$ cat src/rtl/mem_port_arbiter_pkg.sv
// rtl/mem_port_arbiter_pkg.sv - shared types and default widths for the memory port arbiter
package mem_arb_pkg;
    localparam int DEF_AW = 32;
    localparam int DEF_DW = 32;

    typedef enum logic [1:0] {IDLE, ISSUE, WAIT} arb_state_e;
    typedef enum logic {OWN_IF, OWN_LS} owner_e;
endpackage

$ cat src/rtl/mem_port_arbiter_if.sv
// rtl/mem_port_arbiter_if.sv - fetch, load/store and memory port bundle
interface mem_port_arbiter_if
    import mem_arb_pkg::*;
#(
    parameter int AW = DEF_AW,
    parameter int DW = DEF_DW
);
    logic            if_req;
    logic [AW-1:0]   if_addr;
    logic            if_gnt;
    logic            if_rvalid;
    logic [DW-1:0]   if_rdata;
    logic            if_err;

    logic            ls_req;
    logic            ls_we;
    logic [AW-1:0]   ls_addr;
    logic [DW-1:0]   ls_wdata;
    logic [DW/8-1:0] ls_be;
    logic            ls_gnt;
    logic            ls_rvalid;
    logic [DW-1:0]   ls_rdata;
    logic            ls_err;

    logic            mem_req;
    logic            mem_we;
    logic [AW-1:0]   mem_addr;
    logic [DW-1:0]   mem_wdata;
    logic [DW/8-1:0] mem_be;
    logic            mem_gnt;
    logic            mem_rvalid;
    logic [DW-1:0]   mem_rdata;

    modport slave (
        input  if_req, if_addr, ls_req, ls_we, ls_addr, ls_wdata, ls_be,
               mem_gnt, mem_rvalid, mem_rdata,
        output if_gnt, if_rvalid, if_rdata, if_err,
               ls_gnt, ls_rvalid, ls_rdata, ls_err,
               mem_req, mem_we, mem_addr, mem_wdata, mem_be
    );

    modport master (
        output if_req, if_addr, ls_req, ls_we, ls_addr, ls_wdata, ls_be,
               mem_gnt, mem_rvalid, mem_rdata,
        input  if_gnt, if_rvalid, if_rdata, if_err,
               ls_gnt, ls_rvalid, ls_rdata, ls_err,
               mem_req, mem_we, mem_addr, mem_wdata, mem_be
    );
endinterface

$ cat src/rtl/mem_port_arbiter_fetch_starve_guard.sv
// rtl/mem_port_arbiter_fetch_starve_guard.sv - load/store-first select with bounded fetch starvation
module fetch_starve_guard
    import mem_arb_pkg::*;
#(
    parameter int MAX_DATA_STREAK = 4
) (
    input  logic clk,
    input  logic rst,
    input  logic if_req,
    input  logic ls_req,
    input  logic grant_en,
    output logic sel_if,
    output logic sel_ls
);
    localparam int SW = $clog2(MAX_DATA_STREAK + 1);

    logic [SW-1:0] streak_q;
    logic [SW-1:0] streak_d;
    logic          if_prio;

    always_comb begin
        if_prio  = (streak_q == SW'(MAX_DATA_STREAK));
        sel_if   = grant_en && if_req && (!ls_req || if_prio);
        sel_ls   = grant_en && ls_req && !sel_if;
        streak_d = streak_q;
        // The streak only counts load/store wins that actually made fetch wait.
        if (sel_if) begin
            streak_d = '0;
        end else if (sel_ls) begin
            if (!if_req) begin
                streak_d = '0;
            end else if (!if_prio) begin
                streak_d = streak_q + 1'b1;
            end
        end
    end

    always_ff @(posedge clk) begin
        if (rst) begin
            streak_q <= '0;
        end else begin
            streak_q <= streak_d;
        end
    end
endmodule

$ cat src/rtl/mem_port_arbiter.sv
// rtl/mem_port_arbiter.sv - single-outstanding arbiter sharing one memory port between fetch and load/store
module mem_port_arbiter
    import mem_arb_pkg::*;
#(
    parameter int AW              = DEF_AW,
    parameter int DW              = DEF_DW,
    parameter int MAX_DATA_STREAK = 4,
    parameter int TIMEOUT         = 255
) (
    input  logic                clk,
    input  logic                rst,
    mem_port_arbiter_if.slave   bus
);
    localparam int BW = DW / 8;
    localparam int TW = $clog2(TIMEOUT + 1);

    arb_state_e      state_q, state_d;
    owner_e          owner_q, owner_d;
    logic            we_q, we_d;
    logic [AW-1:0]   addr_q, addr_d;
    logic [DW-1:0]   wdata_q, wdata_d;
    logic [BW-1:0]   be_q, be_d;
    logic [TW-1:0]   tmo_q, tmo_d;

    logic            sel_if;
    logic            sel_ls;
    logic            expired;
    logic            rsp_valid;
    logic            rsp_err;
    logic [DW-1:0]   rsp_data;
    logic            mem_req_c;
    logic            live_rsp;

    fetch_starve_guard #(
        .MAX_DATA_STREAK (MAX_DATA_STREAK)
    ) u_guard (
        .clk      (clk),
        .rst      (rst),
        .if_req   (bus.if_req),
        .ls_req   (bus.ls_req),
        .grant_en ((state_q == IDLE) && !rst),
        .sel_if   (sel_if),
        .sel_ls   (sel_ls)
    );

    always_comb begin
        state_d   = state_q;
        owner_d   = owner_q;
        we_d      = we_q;
        addr_d    = addr_q;
        wdata_d   = wdata_q;
        be_d      = be_q;
        tmo_d     = (tmo_q == TW'(TIMEOUT)) ? tmo_q : tmo_q + 1'b1;
        rsp_valid = 1'b0;
        rsp_err   = 1'b0;
        rsp_data  = '0;
        mem_req_c = 1'b0;
        expired   = (tmo_q == TW'(TIMEOUT));

        case (state_q)
            IDLE: begin
                tmo_d = '0;
                if (sel_if) begin
                    state_d = ISSUE;
                    owner_d = OWN_IF;
                    we_d    = 1'b0;
                    addr_d  = bus.if_addr;
                    wdata_d = '0;
                    be_d    = '1;
                end else if (sel_ls) begin
                    state_d = ISSUE;
                    owner_d = OWN_LS;
                    we_d    = bus.ls_we;
                    addr_d  = bus.ls_addr;
                    wdata_d = bus.ls_wdata;
                    be_d    = bus.ls_be;
                end
            end
            ISSUE: begin
                // An expiring request is withdrawn even if memory accepts it this cycle.
                if (expired) begin
                    rsp_valid = 1'b1;
                    rsp_err   = 1'b1;
                    state_d   = IDLE;
                end else begin
                    mem_req_c = 1'b1;
                    if (bus.mem_gnt) begin
                        state_d = WAIT;
                    end
                end
            end
            WAIT: begin
                if (bus.mem_rvalid) begin
                    rsp_valid = 1'b1;
                    rsp_data  = bus.mem_rdata;
                    state_d   = IDLE;
                end else if (expired) begin
                    rsp_valid = 1'b1;
                    rsp_err   = 1'b1;
                    state_d   = IDLE;
                end
            end
            default: begin
                state_d = IDLE;
            end
        endcase
    end

    always_ff @(posedge clk) begin
        if (rst) begin
            state_q <= IDLE;
            owner_q <= OWN_IF;
            we_q    <= 1'b0;
            addr_q  <= '0;
            wdata_q <= '0;
            be_q    <= '0;
            tmo_q   <= '0;
        end else begin
            state_q <= state_d;
            owner_q <= owner_d;
            we_q    <= we_d;
            addr_q  <= addr_d;
            wdata_q <= wdata_d;
            be_q    <= be_d;
            tmo_q   <= tmo_d;
        end
    end

    assign live_rsp      = rsp_valid && !rst;
    assign bus.if_gnt    = sel_if;
    assign bus.ls_gnt    = sel_ls;
    assign bus.if_rvalid = live_rsp && (owner_q == OWN_IF);
    assign bus.ls_rvalid = live_rsp && (owner_q == OWN_LS);
    assign bus.if_err    = bus.if_rvalid && rsp_err;
    assign bus.ls_err    = bus.ls_rvalid && rsp_err;
    assign bus.if_rdata  = bus.if_rvalid ? rsp_data : '0;
    assign bus.ls_rdata  = bus.ls_rvalid ? rsp_data : '0;
    assign bus.mem_req   = mem_req_c && !rst;
    assign bus.mem_we    = we_q;
    assign bus.mem_addr  = addr_q;
    assign bus.mem_wdata = wdata_q;
    assign bus.mem_be    = be_q;
endmodule

$ cat src/flat_wrapper.sv
// flat-port wrapper written by rule: the top's interface ports become plain ports
module mem_port_arbiter_flat import mem_arb_pkg::*;
#(
    parameter int AW              = DEF_AW,
    parameter int DW              = DEF_DW,
    parameter int MAX_DATA_STREAK = 4,
    parameter int TIMEOUT         = 255
)
  (clk, rst, bus_if_req, bus_if_addr, bus_ls_req, bus_ls_we, bus_ls_addr, bus_ls_wdata, bus_ls_be, bus_mem_gnt, bus_mem_rvalid, bus_mem_rdata, bus_if_gnt, bus_if_rvalid, bus_if_rdata, bus_if_err, bus_ls_gnt, bus_ls_rvalid, bus_ls_rdata, bus_ls_err, bus_mem_req, bus_mem_we, bus_mem_addr, bus_mem_wdata, bus_mem_be);
  mem_port_arbiter_if #(.AW(AW), .DW(DW)) bus_i ();
  input  logic clk;
  input  logic rst;
  input wire logic [$bits(bus_i.if_req)-1:0] bus_if_req;
  input wire logic [$bits(bus_i.if_addr)-1:0] bus_if_addr;
  input wire logic [$bits(bus_i.ls_req)-1:0] bus_ls_req;
  input wire logic [$bits(bus_i.ls_we)-1:0] bus_ls_we;
  input wire logic [$bits(bus_i.ls_addr)-1:0] bus_ls_addr;
  input wire logic [$bits(bus_i.ls_wdata)-1:0] bus_ls_wdata;
  input wire logic [$bits(bus_i.ls_be)-1:0] bus_ls_be;
  input wire logic [$bits(bus_i.mem_gnt)-1:0] bus_mem_gnt;
  input wire logic [$bits(bus_i.mem_rvalid)-1:0] bus_mem_rvalid;
  input wire logic [$bits(bus_i.mem_rdata)-1:0] bus_mem_rdata;
  output wire logic [$bits(bus_i.if_gnt)-1:0] bus_if_gnt;
  output wire logic [$bits(bus_i.if_rvalid)-1:0] bus_if_rvalid;
  output wire logic [$bits(bus_i.if_rdata)-1:0] bus_if_rdata;
  output wire logic [$bits(bus_i.if_err)-1:0] bus_if_err;
  output wire logic [$bits(bus_i.ls_gnt)-1:0] bus_ls_gnt;
  output wire logic [$bits(bus_i.ls_rvalid)-1:0] bus_ls_rvalid;
  output wire logic [$bits(bus_i.ls_rdata)-1:0] bus_ls_rdata;
  output wire logic [$bits(bus_i.ls_err)-1:0] bus_ls_err;
  output wire logic [$bits(bus_i.mem_req)-1:0] bus_mem_req;
  output wire logic [$bits(bus_i.mem_we)-1:0] bus_mem_we;
  output wire logic [$bits(bus_i.mem_addr)-1:0] bus_mem_addr;
  output wire logic [$bits(bus_i.mem_wdata)-1:0] bus_mem_wdata;
  output wire logic [$bits(bus_i.mem_be)-1:0] bus_mem_be;
  assign bus_i.if_req = bus_if_req;
  assign bus_i.if_addr = bus_if_addr;
  assign bus_i.ls_req = bus_ls_req;
  assign bus_i.ls_we = bus_ls_we;
  assign bus_i.ls_addr = bus_ls_addr;
  assign bus_i.ls_wdata = bus_ls_wdata;
  assign bus_i.ls_be = bus_ls_be;
  assign bus_i.mem_gnt = bus_mem_gnt;
  assign bus_i.mem_rvalid = bus_mem_rvalid;
  assign bus_i.mem_rdata = bus_mem_rdata;
  assign bus_if_gnt = bus_i.if_gnt;
  assign bus_if_rvalid = bus_i.if_rvalid;
  assign bus_if_rdata = bus_i.if_rdata;
  assign bus_if_err = bus_i.if_err;
  assign bus_ls_gnt = bus_i.ls_gnt;
  assign bus_ls_rvalid = bus_i.ls_rvalid;
  assign bus_ls_rdata = bus_i.ls_rdata;
  assign bus_ls_err = bus_i.ls_err;
  assign bus_mem_req = bus_i.mem_req;
  assign bus_mem_we = bus_i.mem_we;
  assign bus_mem_addr = bus_i.mem_addr;
  assign bus_mem_wdata = bus_i.mem_wdata;
  assign bus_mem_be = bus_i.mem_be;
  mem_port_arbiter #(.AW(AW), .DW(DW), .MAX_DATA_STREAK(MAX_DATA_STREAK), .TIMEOUT(TIMEOUT)) u_core (.clk(clk), .rst(rst), .bus(bus_i));
endmodule
$ cat config.mk
export PLATFORM = sky130hd
export DESIGN_NAME = mem_port_arbiter_flat
export DESIGN_NICKNAME = d
export VERILOG_FILES = /design/src/rtl/mem_port_arbiter_pkg.sv /design/src/rtl/mem_port_arbiter_if.sv /design/src/rtl/mem_port_arbiter_fetch_starve_guard.sv /design/src/rtl/mem_port_arbiter.sv /design/src/flat_wrapper.sv
export SDC_FILE = /design/constraint.sdc
export NUM_CORES = 1
export LEC_CHECK = 0
export CAP_MARGIN = 20
export CORE_ASPECT_RATIO = 0.7
export CORE_UTILIZATION = 30
export DETAILED_ROUTE_END_ITERATION = 8
export GPL_ROUTABILITY_DRIVEN = 0
export HOLD_SLACK_MARGIN = 0.03
export PLACE_DENSITY = 0.71
export REMOVE_ABC_BUFFERS = 1
export SLEW_MARGIN = 15
export SYNTH_ARGS = -nofsm -noshare
export SYNTH_HDL_FRONTEND = slang
export SYNTH_SLANG_ARGS = --single-unit
export TNS_END_PERCENT = 100
$ cat constraint.sdc
create_clock -name clk -period 4.6 [get_ports clk]
set_input_delay 1.15 -clock clk [delete_from_list [all_inputs] [get_ports clk]]
set_output_delay 1.15 -clock clk [all_outputs]
set_load 0.05 [all_outputs]
[Word level (Yosys, flattened, before mapping)]
Cells that the tools add are included.
Word-level totals
  register bits after elaboration: 83
  input bits: 139
  output and inout bits: 140
Operators by class
  add/subtract/negate cells: 2
  eq/ne operators: 8
  muxes and demuxes: 30
  bitwise gates (word level): 1
  reduce and logical (&&, ||, !) cells: 22
Operator list (count)
  32-bit two-way mux: 8
  2-bit two-way mux: 6
  1-bit logical AND: 11
  1-bit two-way mux: 9
  8-bit by 1-bit adder with 8-bit output, second input constant: 1
  8-bit == test, second input constant: 1
  4-bit two-way mux: 2
  3-bit two-way mux: 2
  3-bit by 2-bit inequality test with 1-bit output, second input constant: 2
  2-bit one-hot mux with 3 select lines: 1
  1-bit one-hot mux with 2 select lines: 2
  2-bit AND reduction: 2
  2-bit OR reduction: 2
  3-bit by 1-bit adder with 3-bit output, second input constant: 1
  3-bit == test, second input constant: 1
  1-bit zero test: 3
  3-bit inequality test, second input constant: 1
  3-bit AND reduction: 1
  2-bit by 1-bit == test with 1-bit output, second input constant: 1
  2-bit == test, second input constant: 1
  2-bit zero test: 1
  2-bit inequality test, second input constant: 1
  2-bit nonzero test: 1
  1-bit logical OR: 1
  1-bit NOT: 1

[Longest topological paths before layout]
Gate-level depths: netlist (run 1).
  word-level depth: 9
  gate-level depth with buffers: 8
  depth with buffers taken out: 7

[By module]
Synthesis (run 1) repeated with hierarchy kept, for this count alone.
Unflattened totals
  cells, all modules: 483
  area, all modules: 4107.7 sq um
By module, submodules not included
  mem_port_arbiter: instances 1, cells an instance 457, area each 3895.0 sq um
  fetch_starve_guard: instances 1, cells an instance 26, area each 212.7 sq um

[Worst setup path after synthesis (run 1)]
Ideal clock, no wire load.
  path type: input to output
  from: input rst
  to: output bus_if_err
  data arrival time: 2976 ps
  data required time: 3450 ps
  setup slack: 474 ps
  cell stages on the path: 3
  path buffers: 0
  cell sequence: inv_1 -> o211ai_1 -> nor4_1
Between the ends
  word-level cells in the longest chain between the ends: 4
Ends and longest elaborated chain
  from (decl): line flat_wrapper.sv:12  | input logic rst;
  1-bit zero test: line mem_port_arbiter.sv:129  | assign live_rsp = rsp_valid && !rst;
  1-bit logical AND: line mem_port_arbiter.sv:129
  1-bit logical AND: line mem_port_arbiter.sv:132  | assign bus.if_rvalid = live_rsp && (owner_q == OWN_IF);
  1-bit logical AND: line mem_port_arbiter.sv:134  | assign bus.if_err = bus.if_rvalid && rsp_err;
  to (decl): line flat_wrapper.sv:26  | output wire logic [$bits(bus_i.if_err)-1:0] bus_if_err;
Every way passes these cells.

[Worst setup path after layout (run 1)]
  from: input bus_mem_rvalid
  to: output bus_ls_rdata[18]
Between the ends
  word-level cells in the longest chain between the ends: 5
Ends and longest elaborated chain
  from (decl): line flat_wrapper.sv:21  | input wire logic [$bits(bus_i.mem_rvalid)-1:0] bus_mem_rvalid;
  1-bit two-way mux: line mem_port_arbiter.sv:93  | if (bus.mem_rvalid) begin
  1-bit one-hot mux with 2 select lines: line mem_port_arbiter.sv:60  | case (state_q)
  1-bit logical AND: line mem_port_arbiter.sv:129
  1-bit logical AND: line mem_port_arbiter.sv:133  | assign bus.ls_rvalid = live_rsp && (owner_q == OWN_LS);
  32-bit two-way mux *: line mem_port_arbiter.sv:137  | assign bus.ls_rdata = bus.ls_rvalid ? rsp_data : '0;
  to (decl): line flat_wrapper.sv:29  | output wire logic [$bits(bus_i.ls_rdata)-1:0] bus_ls_rdata;
Every way passes the cells marked *; elsewhere a longest branch is shown, timed or not.

==> results.cfg, run 1 <==
[clock_tree]
cts_tree = done
cts_sinks = 83
numCtsBuffers = 9
htreeDepth = 3
clk_pin_slew_worst_paths_ps = 60
clockBufferDepth = 2
cts-root-buf = clkbuf_16
cts_setup_buffers = 0
clk_latency_ps = 330
holdBufCountCts = 0
cts-resized-gates = 0

[grt]
grt_max_degree = 76
antenna_found_initial = 0
grt_pass1_wl_mm = 22.3
overflow = 0
track_usage_pct = 20.4
use_met1_pct = 24.2
grt_pass1_vias = 4300
grt_util_met2_pct = 36.8
top_usage_layer = met2
grtUsageMet3_pct = 5.15

[timing]
hold_viol_final = 0
finalMaxSlewViolations = 0
fin_crit_ps = 3940
rsz0062_at_grt = false
fin_tns_setup_ps = 0
setup_viol = 0
fmax_mhz = 254
clock_skew_ps = 11.2
worstMarginPinSlew_ps = 929
slew_headroom_pct = 37.8
fin_crit_sh_pct = 85.7

[critical_path]
r2r_start = u_core.state_q[0]
worstSetupPathType = in -> out
cpPeakStageDelay_ps = 500
cp-startpoint = bus_mem_rvalid
crit_chain = clkdlybuf4s50_1 -> and2_1 -> buf_4 -> nand2_1 -> nor2_1 -> buf_12
cp_slowest_cell = clkdlybuf4s50_1
worst_setup_path_start_kind = primary input
arrival_ps = 2790
critPathCaptureType = output pin
cp_max_fo = 64
critPathRequiredTime_ps = 3450

[logic_synthesis]
synth.most_common_cell = nor2_1
syn_inst = 473
ys_types = 38
yosys-top-cells-area = dfxtp_1 (42%), nor2_1 (9.6%), mux2i_1 (8.6%)
ys_warn_count = 0
avgSynthCellArea_um2 = 8.41
synth_top_area_share_pct = 41.8
netlist_area_mm2 = 0.00398
async_reset_ff_share_pct = 0
synth_top_area_cell = dfxtp_1
yosysSeqAreaShare_pct = 41.8
synth_edf_count = 0
synth_flop_cell = dfxtp_1
synth_commonest_cells = nor2_1 (102), dfxtp_1 (83), nand2_1 (39), and3_1 (36), mux2i_1 (34)
ys_seq_elements = 83

[detailed_routing]
vias = 4347
drt_pass1_iterations = 5
drtAntennaViolNets = 0
drc = 0
routed_wirelength_mm = 14.3
wire_per_inst_um = 16.0
first_iter_violations = 237
vias_per_cell = 4.86

[cells_and_area]
finalNetCount = 874
antenna_cells = 0
nFillCells = 1040
final-seq-area_mm2 = 0.00166
final_cells = 895
final_area_mm2 = 0.00777
multiInputGateArea_mm2 = 0.00207
drive_gt1_share_pct = 13.9
area_growth_pct = 95.3
final_util_pct = 61.3

[job]
drv_cap = 0

[floorplanning]
die-height_um = 98.3
die_area_mm2 = 0.0137
start_util_pct = 31.4
num_rows = 34
core_area_mm2 = 0.0127
fp.dieW_um = 140
io_pins = 279

[run_status]
outcome = finished, final reports clean

[placed_design]
hpwl_mm = 10.7
dp.cells = 879
postPlaceCellArea_mm2 = 0.00746
port-buffer-count = 278

[power_and_ir_drop]
leakagePower_nw = 2.92
vdd_drop_max_mv = 0.222
powerDensity_mw_per_mm2 = 380

[min_path]
hold_path_class = reg -> reg
hp-start = u_core.bus.mem_we
-- critical path: cells and delay by family --
family | cells | cell delay [ps]
buf+inv | 3 | 1110
simple gates | 3 | 480
-- worst paths after layout --
check | cells after the start | to | slack (ps)
hold / removal | 2 | u_core.bus.mem_we | 460
hold reg to reg | 2 | u_core.bus.mem_we | 460
setup / recovery | 6 | bus_ls_rdata[18] | 660
setup reg to reg | 7 | u_core.bus.mem_addr[12] | 2040
-- metrics by stage --
stage / power (mW) / hold slack, ps / setup WS [ps]
after floorplan: 1.75 / 453 / -383
after global placement: 2.21 / 445 / 755
after detailed placement: 2.24 / 450 / 695
after CTS: 2.98 / 458 / 686
after global routing: 3.10 / 483 / 538
final: 2.95 / 458 / 659
-- routing by layer --
metal	vias up	part of all wire (%)
met5	-	0
met2	130	50
met4	0	1.1
met3	14	4.8
met1	2020	44
li1	2183	-
-- cells in the final DEF (no fill, tap or decap), types with 3 or more instances in the layout --
| cell | count |
|---|---|
| nor2_1 | 102 |
| and3_1 | 36 |
| a22oi_1 | 31 |
| a21oi_1 | 8 |
| clkdlybuf4s50_1 | 207 |
| nand2_1 | 39 |
| nor4_1 | 3 |
| o21ai_0 | 8 |
| mux2i_1 | 34 |
| clkbuf_16 | 9 |
| buf_4 | 10 |
| ha_1 | 7 |
| nor3_1 | 5 |
| dfxtp_1 | 83 |
| a211oi_1 | 33 |
| nand3_1 | 4 |
| inv_1 | 8 |
| o221a_2 | 3 |
| a31oi_1 | 4 |
| buf_12 | 67 |
-- cell type report --
| class | count | share of cell area [%] |
|---|---|---|
| tap | 162 | 2.61 |
| clock buffer | 11 | 3.13 |
| multi-input combinational | 339 | 26.6 |
| sequential | 83 | 21.4 |
| inverter | 10 | 0.483 |
| clock inverter | 5 | 0.806 |
| timing repair buffer | 285 | 45.0 |
-- kinds of logic (layout without fill, tap and decap cells) --
| logic type | Yosys count | in the layout | synth area share (%) |
|---|---|---|---|
| fa+ha+maj | 7 | 7 | 2.20 |
| compound gates | 93 | 93 | 16.9 |
| xor+xnor | 3 | 3 | 0.661 |
| buf+inv | 51 | 311 | 6.89 |
| simple gates | 202 | 202 | 23.0 |
| mux | 34 | 34 | 8.56 |
| flops | 83 | 83 | 41.8 |
-- state kept, by name (all words and copies together), names as in the netlist --
register	flops
u_core.bus.mem_addr	32
u_core.bus.mem_wdata	32
u_core.tmo_q	8
u_core.bus.mem_be	4
u_core.u_guard.streak_q	3
u_core.state_q	2
u_core.bus.mem_we	1
u_core.owner_q	1
-- power breakdown --
part / leakage [nW] / switching, mW / internal [mW]
logic: 2.09 / 0.821 / 0.491
clock network: 0.142 / 0.285 / 0.437
registers: 0.680 / 0.0700 / 0.847
total: 2.92 / 1.18 / 1.78
(Power assumes the default switching activity.)
==> inputs of run 2 (changes only) <==
--- a/config.mk
+++ b/config.mk
@@ -12,7 +12,6 @@
 export GPL_ROUTABILITY_DRIVEN = 0
 export HOLD_SLACK_MARGIN = 0.03
 export PLACE_DENSITY = 0.71
-export REMOVE_ABC_BUFFERS = 1
 export SLEW_MARGIN = 15
 export SYNTH_ARGS = -nofsm -noshare
 export SYNTH_HDL_FRONTEND = slang
==> run 2 against run 1 <==
Net effect:
- count of clock-buffer cells in the layout unchanged
- flip-flop and latch count stayed put
- total power down 2.1%
- via count hardly changed
- critical endpoint is now bus_ls_rdata[25]
==> results.cfg, run 2 (same netlist as run 1, synthesis figures left out) <==
[clock_tree]
cts_sinks = 83
cts_setup_buffers = 0
holdBufCountCts = 0
numCtsBuffers = 9
clockBufferDepth = 2
cts_tree = done
cts-root-buf = clkbuf_16
clk_pin_slew_worst_paths_ps = 70
htreeDepth = 3
clk_latency_ps = 330
cts-resized-gates = 0

[grt]
top_usage_layer = met2
antenna_found_initial = 0
track_usage_pct = 19.9
grt_max_degree = 77
overflow = 0
grt_pass1_vias = 4299
use_met1_pct = 21.5
grt_pass1_wl_mm = 21.8
grtUsageMet3_pct = 7.26
grt_util_met2_pct = 36.9

[detailed_routing]
wire_per_inst_um = 15.5
vias = 4350
routed_wirelength_mm = 14.0
vias_per_cell = 4.84
drc = 0
drtAntennaViolNets = 0
first_iter_violations = 149
drt_pass1_iterations = 5

[cells_and_area]
drive_gt1_share_pct = 14.2
antenna_cells = 0
final_cells = 899
area_growth_pct = 84.6
final_common_cell = clkdlybuf4s50_1
final_util_pct = 57.9
finalNetCount = 878
mostFrequentLayoutCells = clkdlybuf4s50_1 (207), nor2_1 (102), dfxtp_1 (83)

[critical_path]
critPathRequiredTime_ps = 3450
reg2regPathDepth = 7
arrival_ps = 2870
cp_max_fo = 18
worst_setup_path_start_kind = primary input
critPathCaptureType = output pin
reg2reg_slack_ps = 2160
r2r_start = u_core.state_q[1]
worstSetupPathType = in -> out
r2r_end = u_core.bus.mem_addr[5]

[timing]
rsz0062_at_grt = false
finalMaxSlewViolations = 0
clock_skew_ps = 7.65
fin_crit_ps = 4020
slew_headroom_pct = 48.3
fin_crit_sh_pct = 87.4
hold_viol_final = 0
worstMarginPinSlew_ps = 775
fmax_mhz = 249
fin_tns_setup_ps = 0
whs_ps = 458
setup_viol = 0

[floorplanning]
num_rows = 34
start_util_pct = 31.4
die_area_mm2 = 0.0137
io_pins = 279
core_area_mm2 = 0.0127
fp.dieW_um = 140
die-height_um = 98.3

[job]
drv_cap = 0

[logic_synthesis]
syn_nets = 619

[min_path]
hp-start = u_core.bus.mem_we
hold_path_class = reg -> reg
hold_end = u_core.bus.mem_we
min_path_cells = 2

[power_and_ir_drop]
power.total_mw = 2.89
powerDensity_mw_per_mm2 = 393
vdd_drop_max_mv = 0.234
leakagePower_nw = 2.82

[placed_design]
dp.cells = 883
port-buffer-count = 278
hpwl_mm = 10.9

[run_status]
outcome = finished, final reports clean
==> run 2: cell type report <==
class | instances | area, um^2
multi-input cells | 339 | 2060
fillers | 1091 | 5340
clock inverters | 5 | 38.8
repair buffers | 289 | 3110
flip-flops and latches | 83 | 1660
well taps | 162 | 203
clock buffers | 11 | 233
inverters | 10 | 37.5
==> run 2: power breakdown <==
| group | switching [mW] | total [mW] | leakage (nW) | internal, mW |
|---|---|---|---|---|
| combinational | 0.818 | 1.31 | 2.02 | 0.495 |
| sequential | 0.0694 | 0.916 | 0.680 | 0.847 |
| clock | 0.291 | 0.659 | 0.118 | 0.368 |
==> run 2: worst max-delay path: stages <==
cell and delay, ps:
clkdlybuf4s50_1 500, nand2_1 90, a211o_1 530, buf_4 270, nor2_1 120, buf_4 210
==> run 2: metal layers <==
layer,up-vias,routed length (um)
li1,2179,-
met1,1989,5500
met2,169,7030
met3,13,1270
met4,0,182
met5,-,0
==> run 2: worst max path at each step <==
stage	from	endpoint	slack, ps	cells after the start
after floorplan	rst	bus_if_err	470	3
after CTS	bus_mem_rvalid	bus_ls_rdata[25]	560	6
final	bus_mem_rvalid	bus_ls_rdata[25]	580	6
after detailed placement	bus_mem_rvalid	bus_ls_rdata[25]	570	6
after global placement	bus_mem_rvalid	bus_ls_rdata[24]	650	6
after global routing	u_core.tmo_q[0]	bus_ls_rdata[25]	470	7
==> run 2: stage by stage <==
step / instance area [um^2] / setup slack, ps
2_1_floorplan: 3980 / 474
3_3_place_gp: 7070 / 650
3_5_place_dp: 7070 / 567
4_1_cts: 7340 / 563
5_1_grt: 7340 / 467
6_report: 7340 / 579
